## config.mk

```make
export PLATFORM = sky130hd
export DESIGN_NAME = branch_resolver
export DESIGN_NICKNAME = d
export VERILOG_FILES = /design/src/rtl/bp_pkg.sv /design/src/rtl/bp_fifo.sv /design/src/rtl/branch_resolver.sv
export SDC_FILE = /design/constraint.sdc
export NUM_CORES = 1
export LEC_CHECK = 0
export CORE_MARGIN = 1.5
export CORE_UTILIZATION = 56
export CTS_CLUSTER_DIAMETER = 200
export DETAILED_ROUTE_END_ITERATION = 8
export PLACE_DENSITY = 0.75
export SYNTH_ARGS = -nofsm -noshare
export SYNTH_HDL_FRONTEND = slang
export SYNTH_HIERARCHICAL = 1
export SYNTH_SLANG_ARGS = --single-unit
```

## constraint.sdc

```tcl
create_clock -name clock -period 16.48 [get_ports clock]
set_input_delay 4.944 -clock clock [delete_from_list [all_inputs] [get_ports clock]]
set_output_delay 4.944 -clock clock [all_outputs]
set_load 0.05 [all_outputs]
```

## src/rtl/bp_pkg.sv

```systemverilog
// Shared types and constants for the branch prediction slice.
//   state_t : resolver FSM states
//   entry_t : in-flight prediction record at the default 32-bit PC width
//   PC_STEP : fall-through increment for a not-taken branch
package bp_pkg;

  typedef enum logic {
    RUN   = 1'b0,
    FLUSH = 1'b1
  } state_t;

  localparam int unsigned PC_W    = 32;
  localparam int unsigned PC_STEP = 4;

  typedef struct packed {
    logic [PC_W-1:0] pc;
    logic            taken;
    logic [PC_W-1:0] target;
  } entry_t;

endpackage

```

## src/rtl/bp_fifo.sv

```systemverilog
// Parameterised circular FIFO with wrap-around pointers and an entry count.
//   clock, reset         : rising-edge clock, async active-low reset
//   push / wdata         : write one entry (ignored when full)
//   pop / rdata          : drop the oldest entry (ignored when empty); rdata shows it
//   clear                : empty the FIFO, takes priority over push/pop
//   full, empty, count   : occupancy status
module bp_fifo #(
  parameter int unsigned WIDTH = 65,
  parameter int unsigned DEPTH = 8
) (
  input  logic                     clock,
  input  logic                     reset,
  input  logic                     push,
  input  logic                     pop,
  input  logic                     clear,
  input  logic [WIDTH-1:0]         wdata,
  output logic [WIDTH-1:0]         rdata,
  output logic                     full,
  output logic                     empty,
  output logic [$clog2(DEPTH):0]   count
);

  localparam int unsigned AW = $clog2(DEPTH);

  logic [WIDTH-1:0] mem [DEPTH];
  logic [AW-1:0]    wr_ptr;
  logic [AW-1:0]    rd_ptr;
  logic             push_ok;
  logic             pop_ok;

  assign full    = (count == (AW+1)'(DEPTH));
  assign empty   = (count == '0);
  assign push_ok = push && !full;
  assign pop_ok  = pop && !empty;
  assign rdata   = mem[rd_ptr];

  // DEPTH is a power of two, so the pointers wrap by natural overflow.
  always_ff @(posedge clock or negedge reset) begin
    if (!reset) begin
      wr_ptr <= '0;
      rd_ptr <= '0;
      count  <= '0;
    end else if (clear) begin
      wr_ptr <= '0;
      rd_ptr <= '0;
      count  <= '0;
    end else begin
      if (push_ok) wr_ptr <= wr_ptr + AW'(1);
      if (pop_ok)  rd_ptr <= rd_ptr + AW'(1);
      case ({push_ok, pop_ok})
        2'b10:   count <= count + (AW+1)'(1);
        2'b01:   count <= count - (AW+1)'(1);
        default: count <= count;
      endcase
    end
  end

  always_ff @(posedge clock) begin
    if (push_ok && !clear) mem[wr_ptr] <= wdata;
  end

endmodule

```

## src/rtl/branch_resolver.sv

```systemverilog
// In-order branch resolution unit. Queues issued predictions, compares the
// oldest against the execute outcome, drives the predictor table update,
// flushes and redirects fetch on a mispredict, and keeps hit/miss counts.
//   clock, reset                         : rising-edge clock, async active-low reset
//   pred_valid/pc/taken/target, pred_ready : prediction enqueue handshake
//   res_valid/taken, res_ready           : outcome handshake for the oldest entry
//   fix_valid/pc/result                  : registered table-update strobe
//   flush, redirect_pc                   : registered one-cycle flush and fetch target
//   hit_count, miss_count                : saturating statistics
//   occupancy                            : queued entries
module branch_resolver
  import bp_pkg::*;
#(
  parameter int unsigned n            = 32,
  parameter int unsigned DEPTH        = 8,
  parameter int unsigned FLUSH_CYCLES = 2
) (
  input  logic                     clock,
  input  logic                     reset,
  input  logic                     pred_valid,
  input  logic [n-1:0]             pred_pc,
  input  logic                     pred_taken,
  input  logic [n-1:0]             pred_target,
  output logic                     pred_ready,
  input  logic                     res_valid,
  input  logic                     res_taken,
  output logic                     res_ready,
  output logic                     fix_valid,
  output logic [n-1:0]             fix_pc,
  output logic                     fix_result,
  output logic                     flush,
  output logic [n-1:0]             redirect_pc,
  output logic [n-1:0]             hit_count,
  output logic [n-1:0]             miss_count,
  output logic [$clog2(DEPTH):0]   occupancy
);

  localparam int unsigned CW = $clog2(FLUSH_CYCLES) + 1;

  typedef struct packed {
    logic [n-1:0] pc;
    logic         taken;
    logic [n-1:0] target;
  } slot_t;

  slot_t           wr_slot;
  slot_t           head;
  logic            full;
  logic            empty;
  logic            enq;
  logic            deq;
  logic            hit;
  logic            miss;
  logic [n-1:0]    redirect_next;

  state_t          state;
  state_t          state_next;
  logic [CW-1:0]   flush_cnt;
  logic [CW-1:0]   flush_cnt_next;

  assign wr_slot    = '{pc: pred_pc, taken: pred_taken, target: pred_target};
  assign pred_ready = (state == RUN) && !full;
  assign res_ready  = (state == RUN) && !empty;
  assign enq        = pred_valid && pred_ready;
  assign deq        = res_valid && res_ready;
  assign hit        = deq && (res_taken == head.taken);
  assign miss       = deq && (res_taken != head.taken);

  assign redirect_next = res_taken ? head.target : head.pc + n'(PC_STEP);

  // A mispredict clears the queue, which also drops any same-cycle enqueue.
  bp_fifo #(
    .WIDTH($bits(slot_t)),
    .DEPTH(DEPTH)
  ) u_fifo (
    .clock (clock),
    .reset (reset),
    .push  (enq && !miss),
    .pop   (hit),
    .clear (miss),
    .wdata (wr_slot),
    .rdata (head),
    .full  (full),
    .empty (empty),
    .count (occupancy)
  );

  always_ff @(posedge clock or negedge reset) begin
    if (!reset) begin
      state     <= RUN;
      flush_cnt <= '0;
    end else begin
      state     <= state_next;
      flush_cnt <= flush_cnt_next;
    end
  end

  always_comb begin
    state_next     = state;
    flush_cnt_next = flush_cnt;
    case (state)
      RUN: begin
        if (miss) begin
          state_next     = FLUSH;
          flush_cnt_next = CW'(FLUSH_CYCLES - 1);
        end
      end
      FLUSH: begin
        if (flush_cnt == '0) state_next = RUN;
        else                 flush_cnt_next = flush_cnt - CW'(1);
      end
      default: state_next = RUN;
    endcase
  end

  always_ff @(posedge clock or negedge reset) begin
    if (!reset) begin
      fix_valid   <= 1'b0;
      fix_pc      <= '0;
      fix_result  <= 1'b0;
      flush       <= 1'b0;
      redirect_pc <= '0;
      hit_count   <= '0;
      miss_count  <= '0;
    end else begin
      fix_valid <= deq;
      flush     <= miss;
      if (deq) begin
        fix_pc     <= head.pc;
        fix_result <= res_taken;
      end
      if (miss) redirect_pc <= redirect_next;
      if (hit && (hit_count != '1))   hit_count  <= hit_count + n'(1);
      if (miss && (miss_count != '1)) miss_count <= miss_count + n'(1);
    end
  end

endmodule

```

Yosys cells after proc, flatten, opt, wreduce, memory -nomap -nowiden:

Memories as Yosys holds them, arrays and structs flattened.
Index checks and enable logic that the tools add are counted.

* eq/ne operators: 9
* bitwise gates (word level): 1
* add/sub/neg operators: 8
* muxes and demuxes: 15
* reduce and logical (&&, ||, !) cells: 21

Operator list (count)
* $add A32 B1 Y32 const B: 2
* $ne A32 B32 Y1 const B: 2
* $add A32 B3 Y32 const B: 1
* $mux W32: 1
* $logic_and A1 B1 Y1: 12
* $mux W3: 4
* $pmux W4 S2: 1
* $add A3 B1 Y3 const B: 2
* $add A4 B1 Y4 const B: 1
* $eq A4 B4 Y1 const B: 1
* $logic_not A4 Y1: 1
* $mux W1: 4
* $mux W2: 2
* $mux W4: 1
* $ne A2 B2 Y1 const B: 2
* $pmux W2 S2: 1
* $reduce_bool A2 Y1: 2
* $sub A4 B1 Y4 const B: 1
* $logic_not A1 Y1: 3
* $reduce_bool A3 Y1: 1
* $eq A2 B1 Y1 const B: 1
* $eq A2 B2 Y1 const B: 1
* $logic_not A2 Y1: 1
* $pmux W1 S2: 1
* 5 further kinds: 5

* word-level logic and storage cells: 67
* RAM bits: 520
* flip-flop bits (word level): 144
* memories: 1

Memory list
* u_fifo.mem: depth 8, bits a word 65, read ports 1, clocked after Yosys merged registers in 0, wr ports 1, RTL line bp_fifo.sv:25 `logic [WIDTH-1:0] mem [DEPTH];`

Depth between registers and ports, before layout:

* depth after elaboration: 11
* mapped depth: 17
* gate-level depth less buffers: 11

Cells and area by module:

The synthesis kept the hierarchy.

Modules (own cells, without submodules)
* bp_fifo: instances 1, cells an instance 828, area each 20206.9 sq um, seq. area each 15865.2 sq um
* branch_resolver: instances 1, cells an instance 678, area each 6477.5 sq um, seq. area each 3353.2 sq um

Worst setup path after synthesis:

No wires, ideal clock.

* kind: input -> register
* from: input res_taken
* to: memory u_fifo.mem[0][0] (enable)
* stages: 10
* arrival: 11.416 ns
* setup time: 0.568 ns
* slack: 4.496 ns
* data required time: 15.912 ns
* cell sequence: clkbuf_1 > xor2_1 > nand2_1 > clkbuf_1 > clkbuf_1 > and3_1 > clkbuf_1 > nand2_2 > or3_1 > nor3_1

* cells in the longest elaborated chain, start to end: 8

Ends and longest elaborated chain
* start: declaration: RTL line branch_resolver.sv:26 `input logic res_taken,`
* $ne A1 B1 Y1 (*): RTL line branch_resolver.sv:67 `assign miss = deq && (res_taken != head.taken);`
* $logic_and A1 B1 Y1 (*): RTL line branch_resolver.sv:67
* $logic_not A1 Y1 (*): RTL line bp_fifo.sv:59, branch_resolver.sv:78
* $logic_and A1 B1 Y1: RTL line branch_resolver.sv:78 `.push (enq && !miss),`
* $logic_and A1 B1 Y1: RTL line bp_fifo.sv:33 `assign push_ok = push && !full;`
* $logic_and A1 B1 Y1 (*): RTL line bp_fifo.sv:59 `if (push_ok && !clear) mem[wr_ptr] <= wdata;`
* $mux W1 (*): RTL line bp_fifo.sv:59
* $mux W1 (not written as such) (*): RTL line bp_fifo.sv:59
* end: declaration: RTL line bp_fifo.sv:25

Mark *: on every way between the ends. The rest lies on a longest branch, timed or not.

Worst setup path in the final report:

* from: input res_valid
* to: memory u_fifo.mem[4][17] (enable)

* cells in the longest elaborated chain, start to end: 8

Ends and longest elaborated chain
* start: declaration: RTL line branch_resolver.sv:25 `input logic res_valid,`
* $logic_and A1 B1 Y1 (*): RTL line branch_resolver.sv:65 `assign deq = res_valid && res_ready;`
* $logic_and A1 B1 Y1 (*): RTL line branch_resolver.sv:67
* $logic_not A1 Y1 (*): RTL line bp_fifo.sv:59, branch_resolver.sv:78
* $logic_and A1 B1 Y1: RTL line branch_resolver.sv:78
* $logic_and A1 B1 Y1: RTL line bp_fifo.sv:33
* $logic_and A1 B1 Y1 (*): RTL line bp_fifo.sv:59
* $mux W1 (*): RTL line bp_fifo.sv:59
* $mux W1 (not written as such) (*): RTL line bp_fifo.sv:59

Marked as above.

==> flow_metrics.env <==
export IMPL_status="finished clean"
export IMPL_drt_total_wl_mm=59.8
export IMPL_cp_end_kind="flip-flop"
export IMPL_rsz0062_at_grt="no"
export IMPL_critical_path_required_ns=16.69
export IMPL_hpwl_mm=35.6
export IMPL_synthSimpleGateAreaFrac=0.0667
export IMPL_yosysUniqueCellTypes=56
export IMPL_synth_edff_count=520
export IMPL_drive_above_1_share=0.195
export IMPL_clock_latency_ns=0.61
export IMPL_p_int_mw=3.71
export IMPL_cts_inserted_buffers=68
export IMPL_synth_xor_area_share=0.0312
export IMPL_antenna_found_initial=2
export IMPL_crit_fanout=49
export IMPL_rows=79
export IMPL_cts_num_sinks=664
export IMPL_place_gp_congestion=0.866
export IMPL_cts_setup_buffers=0
export IMPL_grt_pass1_wl_mm=91.5
export IMPL_worst_hold_path_type="reg -> reg"
export IMPL_synthTopCellsByArea="edfxtp_1, dfrtp_1, mux4_2"
export IMPL_syn_to_final_growth_pct=18.9
export IMPL_seq_area_um2=19200
export IMPL_final_cell_mix="edfxtp_1, clkdlybuf4s50_1, nand2_1"
export IMPL_firstDrtPassIters=5
export IMPL_coreArea_um2=46800
export IMPL_wl_per_cell_um=24.9
export IMPL_clockBufferDepth=3
export IMPL_setup_tns_ns=0
export IMPL_p_leak_nw=11.0
export IMPL_yosys_area_top_type="edfxtp_1"
export IMPL_multiInputGateArea_um2=7120
export IMPL_initialDrtViolationCount=1473
export IMPL_dp_cells=2272
export IMPL_final_setup_viol_count=0
export IMPL_reg2reg_depth=10
export IMPL_async_flop_share=0.217
export IMPL_final_cells=2397
export IMPL_final_common_cell="edfxtp_1"
export IMPL_powerDensity_nw_per_um2=177
export IMPL_start_kind="input pin"
export IMPL_whs_path_depth=2
export IMPL_synthFlopType="edfxtp_1"
export IMPL_hold_viol_final=0
export IMPL_crit_arrival_ns=9.68
export IMPL_path_clk_slew_ns=0.06
export IMPL_cts_tree="done"
export IMPL_grt_pass1_vias=15300
export IMPL_hold_ws_ns=0.480
export IMPL_ioPinCount=207
export IMPL_start_util=0.571
export IMPL_synth_top_family_by_area="multiplexers"
export IMPL_irDropWorstVdd_mv=0.177
export IMPL_die_h_um=221
export IMPL_cap_violations=0
export IMPL_synthMuxAreaShare=0.144
export IMPL_sw_frac_of_total=0.341
export IMPL_fillers=2990
export IMPL_cts_resized_gates=0
export IMPL_overflow=0
export IMPL_fin_crit_sh=0.574
export IMPL_avgSynthCellArea_um2=17.7
export IMPL_netlist_area_um2=26700
export IMPL_fin_worst_skew_ns=0.0263
export IMPL_h_tree_depth=3
export IMPL_synth_seq_cells=664
export IMPL_synth_top_area_frac=0.585
export IMPL_synth_adder_area_share=0.00450
export IMPL_slew_headroom=0.225
export IMPL_ys_warnings_count=6
export IMPL_drcViolationCount=0
export IMPL_dieWidth_um=221
export IMPL_seqPwrFrac=0.396
export IMPL_die_area_um2=49000
export IMPL_power_frac_comb=0.322
export IMPL_grt_max_degree=102
export IMPL_fmax_ghz=0.106
export IMPL_netlist_instances=1506
export IMPL_worst_pin_slew_ns=1.16
export IMPL_switching_power_mw=1.92
export IMPL_synth_compound_area_frac=0.0181
export IMPL_synth_nets=1585
export IMPL_cts_hold_fix_buffers=0
export IMPL_slew_violations=0
export IMPL_vias_per_cell=6.14
export IMPL_n_antenna_cell=0
export IMPL_synth_seq_area_share=0.720
export IMPL_drtAntennaViolNets=0
export IMPL_min_period_ns=9.47
export IMPL_grt_usage=0.250
export IMPL_clock_tree_root_cell="clkbuf_16"
export IMPL_io_buffer_count=206
export IMPL_layout_nets=1814
export IMPL_crit_type="in -> reg"
export IMPL_dr_total_vias=14700
export IMPL_p_clk_frac=0.283
-- critical path, cell delays in order --
cell and delay (ns):
clkdlybuf4s50_1 0.40, or3b_2 0.20, buf_4 0.48, inv_2 0.43
nand2_2 0.13, buf_4 0.47, and3_1 0.51, nand2_2 0.16
or3_1 0.50, nor2_4 0.58, buf_4 0.77
-- registers in the layout, summed over array words and instances, names as in the netlist, 2 cells and up --
signal,count
u_fifo/mem,520
fix_pc,32
hit_count,32
miss_count,32
redirect_pc,32
u_fifo/count,4
u_fifo/rd_ptr,3
u_fifo/wr_ptr,3
flush_cnt,2
-- final timing paths --
check,startpoint,slack (ns),to
min in group asynchronous,reset,4.41,hit_count[16]
hold reg to reg,fix_pc[4],0.48,fix_pc[4]
hold / removal,fix_pc[4],0.48,fix_pc[4]
max in group asynchronous,reset,10.68,u_fifo/rd_ptr[1]
setup / recovery,res_valid,7.01,u_fifo/mem[4][17]
setup reg to reg,u_fifo/rd_ptr[0],10.87,u_fifo/mem[4][17]
-- layout make-up --
cell class                      instances  share of cell area
Tap cell                              607              0.0239
Multi-Input combinational cell        759               0.224
Timing Repair Buffer                  227              0.0702
Inverter                               15             0.00177
Clock inverter                         37              0.0143
Clock buffer                           88              0.0592
Sequential cell                       664               0.606
-- power groups by stage --
stage	Combinational, mW	Clock [mW]	Sequential [mW]
floorplan	0.962	0	2.50
global placement	1.78	0	2.24
detailed placement	1.81	0	2.25
CTS	1.82	1.62	2.22
global route	1.92	1.68	2.25
finish	1.81	1.59	2.22
-- stage by stage --
step	util	total power [mW]	setup WS (ns)	cell area (um2)
2_1_floorplan	-	3.46	4.50	26700
3_5_place_dp	0.629	4.06	6.46	29400
5_1_grt	0.679	5.84	6.78	31700
4_1_cts	0.679	5.66	7.05	31700
3_3_place_gp	0.629	4.03	6.56	29400
6_report	0.679	5.62	7.01	31700
-- synth_stat cells (2+ instances only) --
cell type,n
o31ai_1,2
or4b_1,2
a21oi_1,23
nor4_1,6
buf_2,12
mux2i_1,11
edfxtp_1,520
inv_1,14
o21ai_0,14
and2_1,4
ha_1,8
nand4_1,30
clkbuf_1,45
buf_6,10
nand2b_1,5
o22ai_1,8
nand2_1,146
mux2_2,69
a21o_1,2
dfrtp_1,144
nor2_1,56
mux2_1,3
mux4_2,130
nand3b_1,2
o21ai_1,15
xnor2_1,51
and4_1,14
nand3_1,41
or4_1,2
and3_1,28
nor3_1,17
or3b_1,2
o2111ai_1,2
xor2_1,44
or3_1,3
-- cell families after synthesis --
| kind of cell | after synthesis |
|---|---|
| flops | 664 |
| simple gates | 365 |
| mux | 213 |
| xor+xnor | 95 |
| buf+inv | 83 |
| compound gates | 77 |
| fa+ha+maj | 9 |
-- routing by layer --
layer	part of all wire	up-vias	global-route usage
met1	0.40	7584	0.334
met5	0.00042	-	0
met2	0.49	670	0.400
li1	-	6336	-
met3	0.085	112	0.0588
met4	0.031	4	0.100
(Power assumes the default switching activity.)
